## src/rtl/tinker_pkg.sv

```systemverilog
// tinker_pkg: shared FSM, requester and size types for the tinker memory arbiter
package tinker_pkg;
  typedef enum logic [1:0] {IDLE, ISSUE, WAIT, RESP} state_t;
  typedef enum logic {REQ_IF, REQ_DM} req_id_t;
  localparam logic SIZE_4B = 1'b0;
  localparam logic SIZE_8B = 1'b1;
  function automatic logic oob(input logic [31:0] addr, input req_id_t id, input logic [32:0] limit);
    return ({1'b0, addr} + (id == REQ_DM ? 33'd8 : 33'd4)) > limit;
  endfunction
endpackage

```

## src/rtl/tinker_rr_pick.sv

```systemverilog
// tinker_rr_pick: two-way round-robin grant with a registered last-grant pointer
module tinker_rr_pick
  import tinker_pkg::*;
(
  input  logic clk,
  input  logic reset,
  input  logic en,
  input  logic req_if,
  input  logic req_dm,
  output logic gnt_if,
  output logic gnt_dm
);
  req_id_t last;
  always_ff @(posedge clk)
    if (reset) last <= REQ_DM;
    else if (gnt_if || gnt_dm) last <= gnt_dm ? REQ_DM : REQ_IF;
  always_comb begin
    gnt_if = en && req_if && (!req_dm || last == REQ_DM);
    gnt_dm = en && req_dm && (!req_if || last == REQ_IF);
  end
endmodule

```

## src/rtl/tinker_mem_arbiter.sv

```systemverilog
// tinker_mem_arbiter: round-robin arbitration of fetch and data ports onto one memory
module tinker_mem_arbiter
  import tinker_pkg::*;
#(
  parameter int RD_LATENCY = 1,
  parameter int MEM_SIZE = 524288
) (
  input  logic        clk,
  input  logic        reset,
  input  logic        if_req_valid,
  output logic        if_req_ready,
  input  logic [31:0] if_req_addr,
  output logic        if_rsp_valid,
  output logic [31:0] if_rsp_data,
  output logic        if_rsp_err,
  input  logic        dm_req_valid,
  output logic        dm_req_ready,
  input  logic        dm_req_we,
  input  logic [31:0] dm_req_addr,
  input  logic [63:0] dm_req_wdata,
  output logic        dm_rsp_valid,
  output logic [63:0] dm_rsp_data,
  output logic        dm_rsp_err,
  output logic        mem_en,
  output logic        mem_we,
  output logic        mem_size,
  output logic [31:0] mem_addr,
  output logic [63:0] mem_wdata,
  input  logic [63:0] mem_rdata
);
  localparam logic [32:0] LIMIT = 33'(MEM_SIZE);
  localparam logic [1:0] WAIT_LAST = 2'(RD_LATENCY - 2);
  state_t state, state_n;
  logic [1:0] cnt;
  req_id_t id, hs_id;
  logic err, hs, hs_err, gnt_if, gnt_dm;
  logic [31:0] hs_addr;
  tinker_rr_pick u_pick (
    .clk,
    .reset,
    .en(state == IDLE && !reset),
    .req_if(if_req_valid),
    .req_dm(dm_req_valid),
    .gnt_if,
    .gnt_dm
  );
  assign if_req_ready = gnt_if;
  assign dm_req_ready = gnt_dm;
  always_comb begin
    hs = gnt_if || gnt_dm;
    hs_id = gnt_dm ? REQ_DM : REQ_IF;
    hs_addr = gnt_dm ? dm_req_addr : if_req_addr;
    hs_err = oob(hs_addr, hs_id, LIMIT);
  end
  // With a one-cycle memory the read data is already valid in the cycle after ISSUE.
  always_comb begin
    state_n = state;
    case (state)
      IDLE:    state_n = !hs ? IDLE : hs_err ? RESP : ISSUE;
      ISSUE:   state_n = (mem_we || RD_LATENCY == 1) ? RESP : WAIT;
      WAIT:    state_n = cnt == WAIT_LAST ? RESP : WAIT;
      default: state_n = IDLE;
    endcase
  end
  always_ff @(posedge clk)
    if (reset) begin
      state <= IDLE;
      cnt <= '0;
      id <= REQ_IF;
      err <= 1'b0;
      mem_en <= 1'b0;
      mem_we <= 1'b0;
      mem_size <= SIZE_4B;
      mem_addr <= '0;
      mem_wdata <= '0;
      if_rsp_valid <= 1'b0;
      if_rsp_data <= '0;
      if_rsp_err <= 1'b0;
      dm_rsp_valid <= 1'b0;
      dm_rsp_data <= '0;
      dm_rsp_err <= 1'b0;
    end else begin
      state <= state_n;
      cnt <= (state == WAIT && state_n == WAIT) ? cnt + 2'd1 : 2'd0;
      mem_en <= state_n == ISSUE;
      if (hs) begin
        id <= hs_id;
        err <= hs_err;
        mem_we <= gnt_dm && dm_req_we;
        mem_size <= gnt_dm ? SIZE_8B : SIZE_4B;
        mem_addr <= hs_addr;
        mem_wdata <= gnt_dm ? dm_req_wdata : '0;
      end
      if_rsp_valid <= state == RESP && id == REQ_IF;
      dm_rsp_valid <= state == RESP && id == REQ_DM;
      if (state == RESP && id == REQ_IF) begin
        if_rsp_data <= err ? '0 : mem_rdata[31:0];
        if_rsp_err <= err;
      end
      if (state == RESP && id == REQ_DM) begin
        dm_rsp_data <= (err || mem_we) ? '0 : mem_rdata;
        dm_rsp_err <= err;
      end
    end
endmodule

```

## config.mk

```make
export PLATFORM = sky130hd
export DESIGN_NAME = tinker_mem_arbiter
export DESIGN_NICKNAME = d
export VERILOG_FILES = /design/src/rtl/tinker_pkg.sv /design/src/rtl/tinker_rr_pick.sv /design/src/rtl/tinker_mem_arbiter.sv
export SDC_FILE = /design/constraint.sdc
export NUM_CORES = 1
export LEC_CHECK = 0
export CAP_MARGIN = 10
export CORE_UTILIZATION = 35
export CTS_CLUSTER_SIZE = 16
export DETAILED_ROUTE_END_ITERATION = 10
export PLACE_DENSITY_LB_ADDON = 0.15
export SETUP_SLACK_MARGIN = 0.3
export SYNTH_ARGS = -nofsm -noshare
export SYNTH_HDL_FRONTEND = slang
export SYNTH_SLANG_ARGS = --single-unit
```

## constraint.sdc

```tcl
create_clock -name clk -period 8.5 [get_ports clk]
set_input_delay 1.275 -clock clk [delete_from_list [all_inputs] [get_ports clk]]
set_output_delay 1.275 -clock clk [all_outputs]
set_load 0.02 [all_outputs]
```

[Yosys cells after proc, flatten, opt, wreduce, memory -nomap -nowiden]
Index checks and enable logic that the tools add are counted.
Storage, ports and cells
  bits in registers: 205
  input bits: 197
  output and inout bits: 201
  word-level logic and storage cells: 55
Operators by class
  $add $sub $neg: 2
  order comparisons: 1
  equality and inequality tests: 6
  muxes and demuxes: 10
  bitwise logic cells: 3
  reductions and logical operators: 18
Operators by type and width (count)
  $mux W64: 2
  $mux W32: 2
  $add A32 B4 Y33: 1
  $gt A33 B20 Y1 const B: 1
  $logic_and A1 B1 Y1: 9
  $eq A2 B2 Y1 const B: 4
  $pmux W2 S3: 1
  $eq A2 B1 Y1 const B: 2
  $logic_or A1 B1 Y1: 4
  $mux W2: 2
  $mux W4: 1
  $logic_not A1 Y1: 3
  $not A1 Y1: 3
  $add A2 B1 Y2 const B: 1
  $logic_not A2 Y1: 1
  $mux W1: 2
  $reduce_or A2 Y1: 1

[Longest topological paths before layout]
Gate-level depths: netlist of run 1.
  depth after elaboration: 15
  depth in mapped cells: 19
  gate-level depth less buffers: 16

[Modules after synthesis]
Synthesis of run 1 repeated with hierarchy kept, for this count alone.
Second synthesis, totals
  cell total of the unflattened synthesis: 1059
  area, all modules: 9051.2 µm²
By module, submodules not included
  tinker_mem_arbiter: instances 1, cells each 1051, area an instance 8992.4 µm², sequential area each 4083.9 µm²
  tinker_rr_pick: instances 1, cells each 8, area an instance 58.8 µm², sequential area each 20.0 µm²

[Least setup slack after synthesis of run 1]
OpenSTA, ideal clock, no wires.
  path kind: input-to-reg
  from: input reset
  to: register err
  arrival time: 5062 ps
  required time: 8412 ps
  slack: 3349 ps
  stages on the path: 16
  buffers on the path: 3
  cell sequence: and3b_4 nand2_1 inv_2 buf_2 clkbuf_1 clkbuf_1 o21a_1 ha_1 and4_1 nand4_1 mux2_4 or4_1 o2111a_1 and4_4 or2_1 a311oi_2
On the way
  longest elaborated chain between the ends: 8
  elaborated cells between the ends (all ways): 12
  classes of those cells: 1 x add/sub; 1 x order compare; 3 x mux; 7 x reduce/logical
Ends and longest elaborated chain
  start: declaration: RTL line tinker_mem_arbiter.sv:9  | input logic reset,
  $logic_not A1 Y1 (*): RTL line tinker_mem_arbiter.sv:41  | .en(state == IDLE && !reset),
  $logic_and A1 B1 Y1 (*): RTL line tinker_mem_arbiter.sv:41
  $logic_and A1 B1 Y1 (*) (2 in series): RTL line tinker_rr_pick.sv:19  | gnt_dm = en && req_dm && (!req_if || last == REQ_IF);
  named net dm_req_ready: RTL line tinker_mem_arbiter.sv:17  | output logic dm_req_ready,
  $mux W1: RTL line tinker_mem_arbiter.sv:51  | hs_id = gnt_dm ? REQ_DM : REQ_IF;
  $mux W4: RTL line tinker_pkg.sv:8  | return ({1'b0, addr} + (id == REQ_DM ? 33'd8 : 33'd4)) > limit;
  $add A32 B4 Y33: RTL line tinker_pkg.sv:8
  $gt A33 B20 Y1: RTL line tinker_pkg.sv:8
  end signal: assignment: RTL line tinker_mem_arbiter.sv:88  | err <= hs_err;
  end: declaration: RTL line tinker_mem_arbiter.sv:36  | logic err, hs, hs_err, gnt_if, gnt_dm;
Mark *: on every way through the listed nets, which the timed path passes. The rest lies on a longest branch.
A chain may end at the register's enable or synchronous reset.

[Worst setup path after layout of run 1]
  from: input reset
  to: register err
On the way
  longest elaborated chain between the ends: 8
  elaborated cells between the ends (all ways): 12
  classes of those cells: 1 x add/sub; 1 x order compare; 3 x mux; 7 x reduce/logical
Ends and longest elaborated chain (RTL line)
  $logic_not A1 Y1: tinker_mem_arbiter.sv:41
  $logic_and A1 B1 Y1: tinker_mem_arbiter.sv:41
  $logic_and A1 B1 Y1 (2 in series): tinker_rr_pick.sv:19
  $mux W1: tinker_mem_arbiter.sv:51
  $mux W4: tinker_pkg.sv:8
  $add A32 B4 Y33: tinker_pkg.sv:8
  $gt A33 B20 Y1: tinker_pkg.sv:8
Parallel ways exist; a longest one is shown, timed or not.

==> results.md, run 1 <==
- Status: finished clean
- Type of the worst min-delay path: register to register
- DR DRC count: 0
- Worst Skew: 0.0136 ns
- Boundary Pins: 398
- PwrDens: 194 nW/um^2
- Max Root-Sink Buffers: 3
- Iter 0 DRT Violations: 939
- # rows: 57
- Seq/Total Area, Yosys: 0.467
- FF+latch count, synth: 205
- IO Port Bufs: 397
- Post-CTS Setup Repair Bufs: 0
- First-pass GRT wire length: 49100 um
- Fmax: 179 MHz
- CP endpoint kind: register
- First-pass DRT Iterations: 5
- Largest net degree at the start of global routing: 121
- Root Buffer: clkbuf_16
- Critical path's slowest cell: buf_6
- Library cells used by synthesis: 65
- Worst stage delay on the critical path: 0.63 ns
- Reg clk slew, reported paths: 0.06 ns
- Slew @ Worst Pin: 0.967 ns
- RSZ-0062 raised after global routing: no
- Area Growth Syn to Fin: 57.3%
- Slew HR: 0.355
- Setup TNS Final: 0 ns
- Vias in the first global route: 8745
- Post-synth ARST share: 0
- CP arrival: 5.95 ns
- Leak: 4.83 nW
- Worst path buffer plus inverter count: 3
- Hold Buf Count CTS: 0
- CTS tree: done
- Worst-path fanout max: 120
- Synth Net Count: 1238
- Tot Pwr: 2.69 mW
- Clk_lat worst skew: 0.51 ns
- Final RePlAce weighted congestion: 0.911
- Avg WL per Cell: 18.6 um
- Die height: 160 um
- Mapped Cells: 1034
- Syn avg cell area: 8.50 um^2
- CP cell instances: buf_6 > and3b_4 > nand2_1 > buf_4 > inv_4 > nand2_1 > o21a_1 > ha_1 > and4_1 > nand4_1 > mux2_4 > a211oi_1 > mux2_2 > nor4_1 > and2_1 > a311oi_2
- Share of cells above drive strength 1: 0.0479
- Tcrit/Tclk final: 0.658
- Die area: 25800 um^2
- Syn Std Cell Area: 8790 um^2
- Final Critical Period: 5.59 ns
- Required @ worst endpoint: 8.86 ns
- Post-DRT Antenna Nets: 0
- Slew Viols, Final: 0
- GRT overflow: 0
- Max_cap viols: 0
- Yosys warnings: 0
- Number of synthesized flops with an enable pin: 0
- Total Routing Usage GR: 0.236
- Routed WL: 32000 um
- CTS resizes: 0
- Worst vdd ir: 162 uV
- Core area: 24500 um^2
- Final count of hold timing violations: 0
- Antenna diode count: 0
- CTS buffer count: 24
- Via count: 9230
- Predominant post-synthesis flop cell: dfxtp_1
- TritonCTS Sinks: 205
- Setup crit start kind: input port
- Setup violators final: 0
- Die X: 160 um
- Layout Nets: 1584
- Crit path top cell by count: nand2_1
- Initial antenna violation count: 0
- Hpwl dp: 22400 um
- CP delay by family, top: simple AND/OR/NAND/NOR gates
- Kind of critical path: input port to register
- CTS HTree Levels: 1
- Initial Util: 0.359
- Via density: 5.36
registers in the layout (all words and copies together) (netlist names):
| signal | flops |
|---|---|
| cnt | 2 |
| dm_rsp_data | 64 |
| dm_rsp_err | 1 |
| dm_rsp_valid | 1 |
| err | 1 |
| id | 1 |
| if_rsp_data | 32 |
| if_rsp_err | 1 |
| if_rsp_valid | 1 |
| mem_addr | 32 |
| mem_en | 1 |
| mem_wdata | 64 |
| mem_we | 1 |
| state | 2 |
| u_pick.last | 1 |
cell usage after synthesis (3+ instances only):
library cell / n / area share
nand2_1: 64 / 0.027
and2_1: 4 / 0.0028
or3_1: 3 / 0.0021
nand4_1: 19 / 0.014
o21a_1: 5 / 0.0043
mux2_2: 4 / 0.0051
a22oi_1: 129 / 0.11
nor4_1: 11 / 0.0078
o31ai_1: 3 / 0.0026
xor2_1: 5 / 0.0050
and4_1: 6 / 0.0060
buf_1: 9 / 0.0038
buf_2: 6 / 0.0034
mux2i_1: 11 / 0.013
clkbuf_1: 70 / 0.030
a31oi_1: 6 / 0.0043
inv_1: 13 / 0.0056
nor2_1: 217 / 0.093
nor3b_1: 33 / 0.028
a211oi_1: 13 / 0.011
nand4b_1: 3 / 0.0030
o21ai_0: 11 / 0.0063
ha_1: 7 / 0.010
nor3_1: 22 / 0.013
o211ai_1: 5 / 0.0043
a311oi_1: 21 / 0.021
xnor2_1: 10 / 0.010
a21oi_1: 45 / 0.026
and3_1: 6 / 0.0043
dfxtp_1: 205 / 0.47
nand3_1: 16 / 0.0091
or4_1: 5 / 0.0043
o32ai_1: 5 / 0.0050
power by group:
part | total, mW | switching (mW) | internal (mW)
Clock | 1.14 | 0.406 | 0.733
Sequential | 1.04 | 0.0268 | 1.01
Combinational | 0.510 | 0.278 | 0.232
Total | 2.69 | 0.711 | 1.97
layout by cell type, fill, tap and decap left out, types with 13 or more instances in the layout:
cell,instances
nor2_1,217
nor3b_1,33
a211oi_1,13
a22oi_1,129
clkbuf_16,25
a311oi_1,21
nand4_1,19
clkdlybuf4s50_1,396
nand3_1,16
nor3_1,21
a21oi_1,45
dfxtp_1,205
nand2_1,63
inv_1,13
per-layer routing:
| layer | vias up | track usage | share of wire |
|---|---|---|---|
| met2 | 401 | 0.400 | 0.48 |
| met5 | - | 0 | 0 |
| met3 | 54 | 0.0622 | 0.087 |
| met1 | 4326 | 0.296 | 0.42 |
| li1 | 4449 | - | - |
| met4 | 0 | 0.0632 | 0.021 |
logic make-up after synthesis:
kind of cell,synth area share
and+or+nand+nor,0.225
AOI/OAI and AO/OA,0.220
DFF,0.467
buffers and inverters,0.0443
muxes,0.0194
xor gates and xnor gates,0.0149
adders and majority gates,0.00996
layout make-up:
| cell class | instances | area (um^2) |
|---|---|---|
| Fill cell | 2218 | 10600 |
| Multi-Input combinational cell | 728 | 4320 |
| Sequential cell | 205 | 4100 |
| Timing Repair Buffer | 407 | 4050 |
| Clock buffer | 34 | 709 |
| Tap cell | 324 | 405 |
| Clock inverter | 10 | 184 |
| Inverter | 14 | 55.1 |
stage by stage:
stage	setup slack (ns)	cell area [um^2]	instances	utilization	hold slack [ns]
after detailed placement	2.42	12900	1677	0.529	0.419
after floorplan	3.35	8790	1034	-	0.397
after global placement	2.45	12900	1677	0.529	0.407
final	2.91	13800	1722	0.565	0.432
after global routing	2.61	13800	1722	0.565	0.447
after CTS	2.96	13800	1721	0.565	0.428
path summary, 6_finish.rpt:
kind	from	endpoint	slack, ns	depth (start not counted)
worst max register to register	state[0]$_SDFF_PP0_	err$_SDFFE_PP0N_	3.71	17
worst max-delay path	reset	err$_SDFFE_PP0N_	2.91	16
worst min-delay path	cnt[0]$_SDFF_PP0_	cnt[0]$_SDFF_PP0_	0.43	1
worst min register to register	cnt[0]$_SDFF_PP0_	cnt[0]$_SDFF_PP0_	0.43	1
(Power assumes the default switching activity.)
==> run 2, diff against run 1 <==
clock period = 5.8 ns   (was 8.5 ns; I/O delays follow)
==> run 2 against run 1 <==
Net effect:
- sequential power up 46%
- global-route usage about the same
- via count decreased by 0.11%
- largest power group is now registers
==> results.md, run 2 (same netlist as run 1, synthesis figures left out) <==
- First-pass DRT Iterations: 5
- Boundary Pins: 398
- CTS buffer count: 24
- CP endpoint: err$_SDFFE_PP0N_
- Die area: 25800 um^2
- Tcrit/Tclk final: 0.804
- Final RePlAce weighted congestion: 0.921
- DR DRC count: 0
- CTS tree: done
- Leak: 4.78 nW
- Setup ws final: 1.14 ns
- FF-to-FF setup slack: 1.35 ns
- PwrDens: 275 nW/um^2
- Pre-CTS setup slack: 0.673 ns
- Worst vdd ir: 241 uV
- Fmax: 214 MHz
- Leading cell types in the layout, fill and taps excluded: clkdlybuf4s50_1 (396), nor2_1 (217), dfxtp_1 (205), a22oi_1 (129), nand2_1 (63)
- Reg-to-reg critical path endpoint: err$_SDFFE_PP0N_
- Clk_lat worst skew: 0.52 ns
- Max Root-Sink Buffers: 3
- CP endpoint kind: register
- Worst Skew: 0.0120 ns
- Share of cells above drive strength 1: 0.0480
- # rows: 57
- Final Non-Filler Cells: 1720
- Required @ worst endpoint: 6.17 ns
- Area of the multi-input gates: 4320 um^2
- Worst setup path startpoint: if_req_valid
- Slew HR: 0.283
- Kind of critical path: input port to register
- Worst-path fanout max: 17
- Reg-to-reg startpoint: state[1]$_SDFF_PP0_
- Slew @ Worst Pin: 1.07 ns
- Layout Nets: 1584
- # fillers: 2222
- First-pass GRT wire length: 49200 um
- Final count of hold timing violations: 0
- IO Port Bufs: 397
- Routed WL: 31900 um
- Avg WL per Cell: 18.5 um
- Reg clk slew, reported paths: 0.06 ns
- # placed instances: 1678
- Die X: 160 um
- Antenna diode count: 0
- Largest net degree at the start of global routing: 119
- Hpwl dp: 22400 um
- TritonCTS Sinks: 205
- Total Routing Usage GR: 0.236
- Core area: 24500 um^2
- RSZ-0062 raised after global routing: no
- Via count: 9220
- Post-DRT Antenna Nets: 0
- Final hold slack: 0.416 ns
- Vias in the first global route: 8804
- Most common cell after layout, fill and taps aside: clkdlybuf4s50_1
- Largest regs: dm_rsp_data x64, mem_wdata x64
- Setup crit start kind: input port
- R2R depth: 16
- Initial Util: 0.359
- Dpl cell area: 12900 um^2
- Max_cap viols: 0
- Setup TNS Final: 0 ns
- Area Growth Syn to Fin: 56.3%
- Hold Buf Count CTS: 0
- GRT overflow: 0
- Post-CTS Setup Repair Bufs: 0
- Slew Viols, Final: 0
- Type of the worst min-delay path: register to register
- CTS HTree Levels: 1
- Setup violators final: 0
- Via density: 5.36
- Fin area: 13700 um^2
- Root Buffer: clkbuf_16
- Register area: 4100 um^2
- Final Critical Period: 4.66 ns
- Iter 0 DRT Violations: 779
- Die height: 160 um
- CTS resizes: 0
- Status: finished clean
- CP arrival: 5.04 ns
- Initial antenna violation count: 0
-- run 2: changes by cell type in the layout (fill, tap and decap cells not counted), sizes merged --
| cell | delta |
|---|---|
| bufinv | -2 |
| inv | -1 |
| clkbuf | -8 |
| clkinv | +8 |
| clkinvlp | +1 |
-- run 2: layout make-up --
class | instances | share of cell area
multi-input cells | 728 | 0.315
flip-flops and latches | 205 | 0.299
repair buffers | 407 | 0.296
clock buffers | 26 | 0.0443
well taps | 324 | 0.0295
clock inverters | 16 | 0.0132
inverters | 14 | 0.00401
-- run 2: worst min path at each step --
stage,from,to,slack (ns),cells after the start
finish,cnt[0]$_SDFF_PP0_,cnt[0]$_SDFF_PP0_,0.42,1
global route,cnt[0]$_SDFF_PP0_,cnt[0]$_SDFF_PP0_,0.45,1
CTS,cnt[0]$_SDFF_PP0_,cnt[0]$_SDFF_PP0_,0.42,1
detailed placement,cnt[0]$_SDFF_PP0_,cnt[0]$_SDFF_PP0_,0.41,1
global placement,cnt[0]$_SDFF_PP0_,cnt[0]$_SDFF_PP0_,0.41,1
floorplan,cnt[0]$_SDFF_PP0_,cnt[0]$_SDFF_PP0_,0.40,1
-- run 2: routing by layer --
| metal | track usage | part of all wire | up-vias |
|---|---|---|---|
| li1 | - | - | 4445 |
| met1 | 0.290 | 0.42 | 4322 |
| met2 | 0.408 | 0.48 | 397 |
| met3 | 0.0566 | 0.082 | 56 |
| met4 | 0.0667 | 0.022 | 0 |
| met5 | 0 | 0 | - |
-- run 2: power breakdown --
group | switching, mW | leakage (nW) | internal (mW)
clock | 0.622 | 0.383 | 0.896
sequential | 0.0402 | 1.66 | 1.48
combinational | 0.402 | 2.73 | 0.342
total | 1.06 | 4.78 | 2.72
-- run 2: worst max-delay path: stages --
cell	delay [ns]
clkdlybuf4s50_1	0.61
nand2_1	0.17
nand2_1	0.50
inv_4	0.13
nand2_1	0.13
o21a_1	0.13
ha_1	0.27
and4_1	0.35
nand4_1	0.13
mux2_4	0.34
a211oi_1	0.24
mux2_2	0.38
nor4_1	0.45
and2_1	0.25
a311oi_2	0.10
-- run 2: through the flow --
step,utilization,power [mW]
4_1_cts,0.562,3.82
6_report,0.562,3.78
3_5_place_dp,0.529,2.29
3_3_place_gp,0.529,2.29
2_1_floorplan,-,1.91
5_1_grt,0.562,3.94
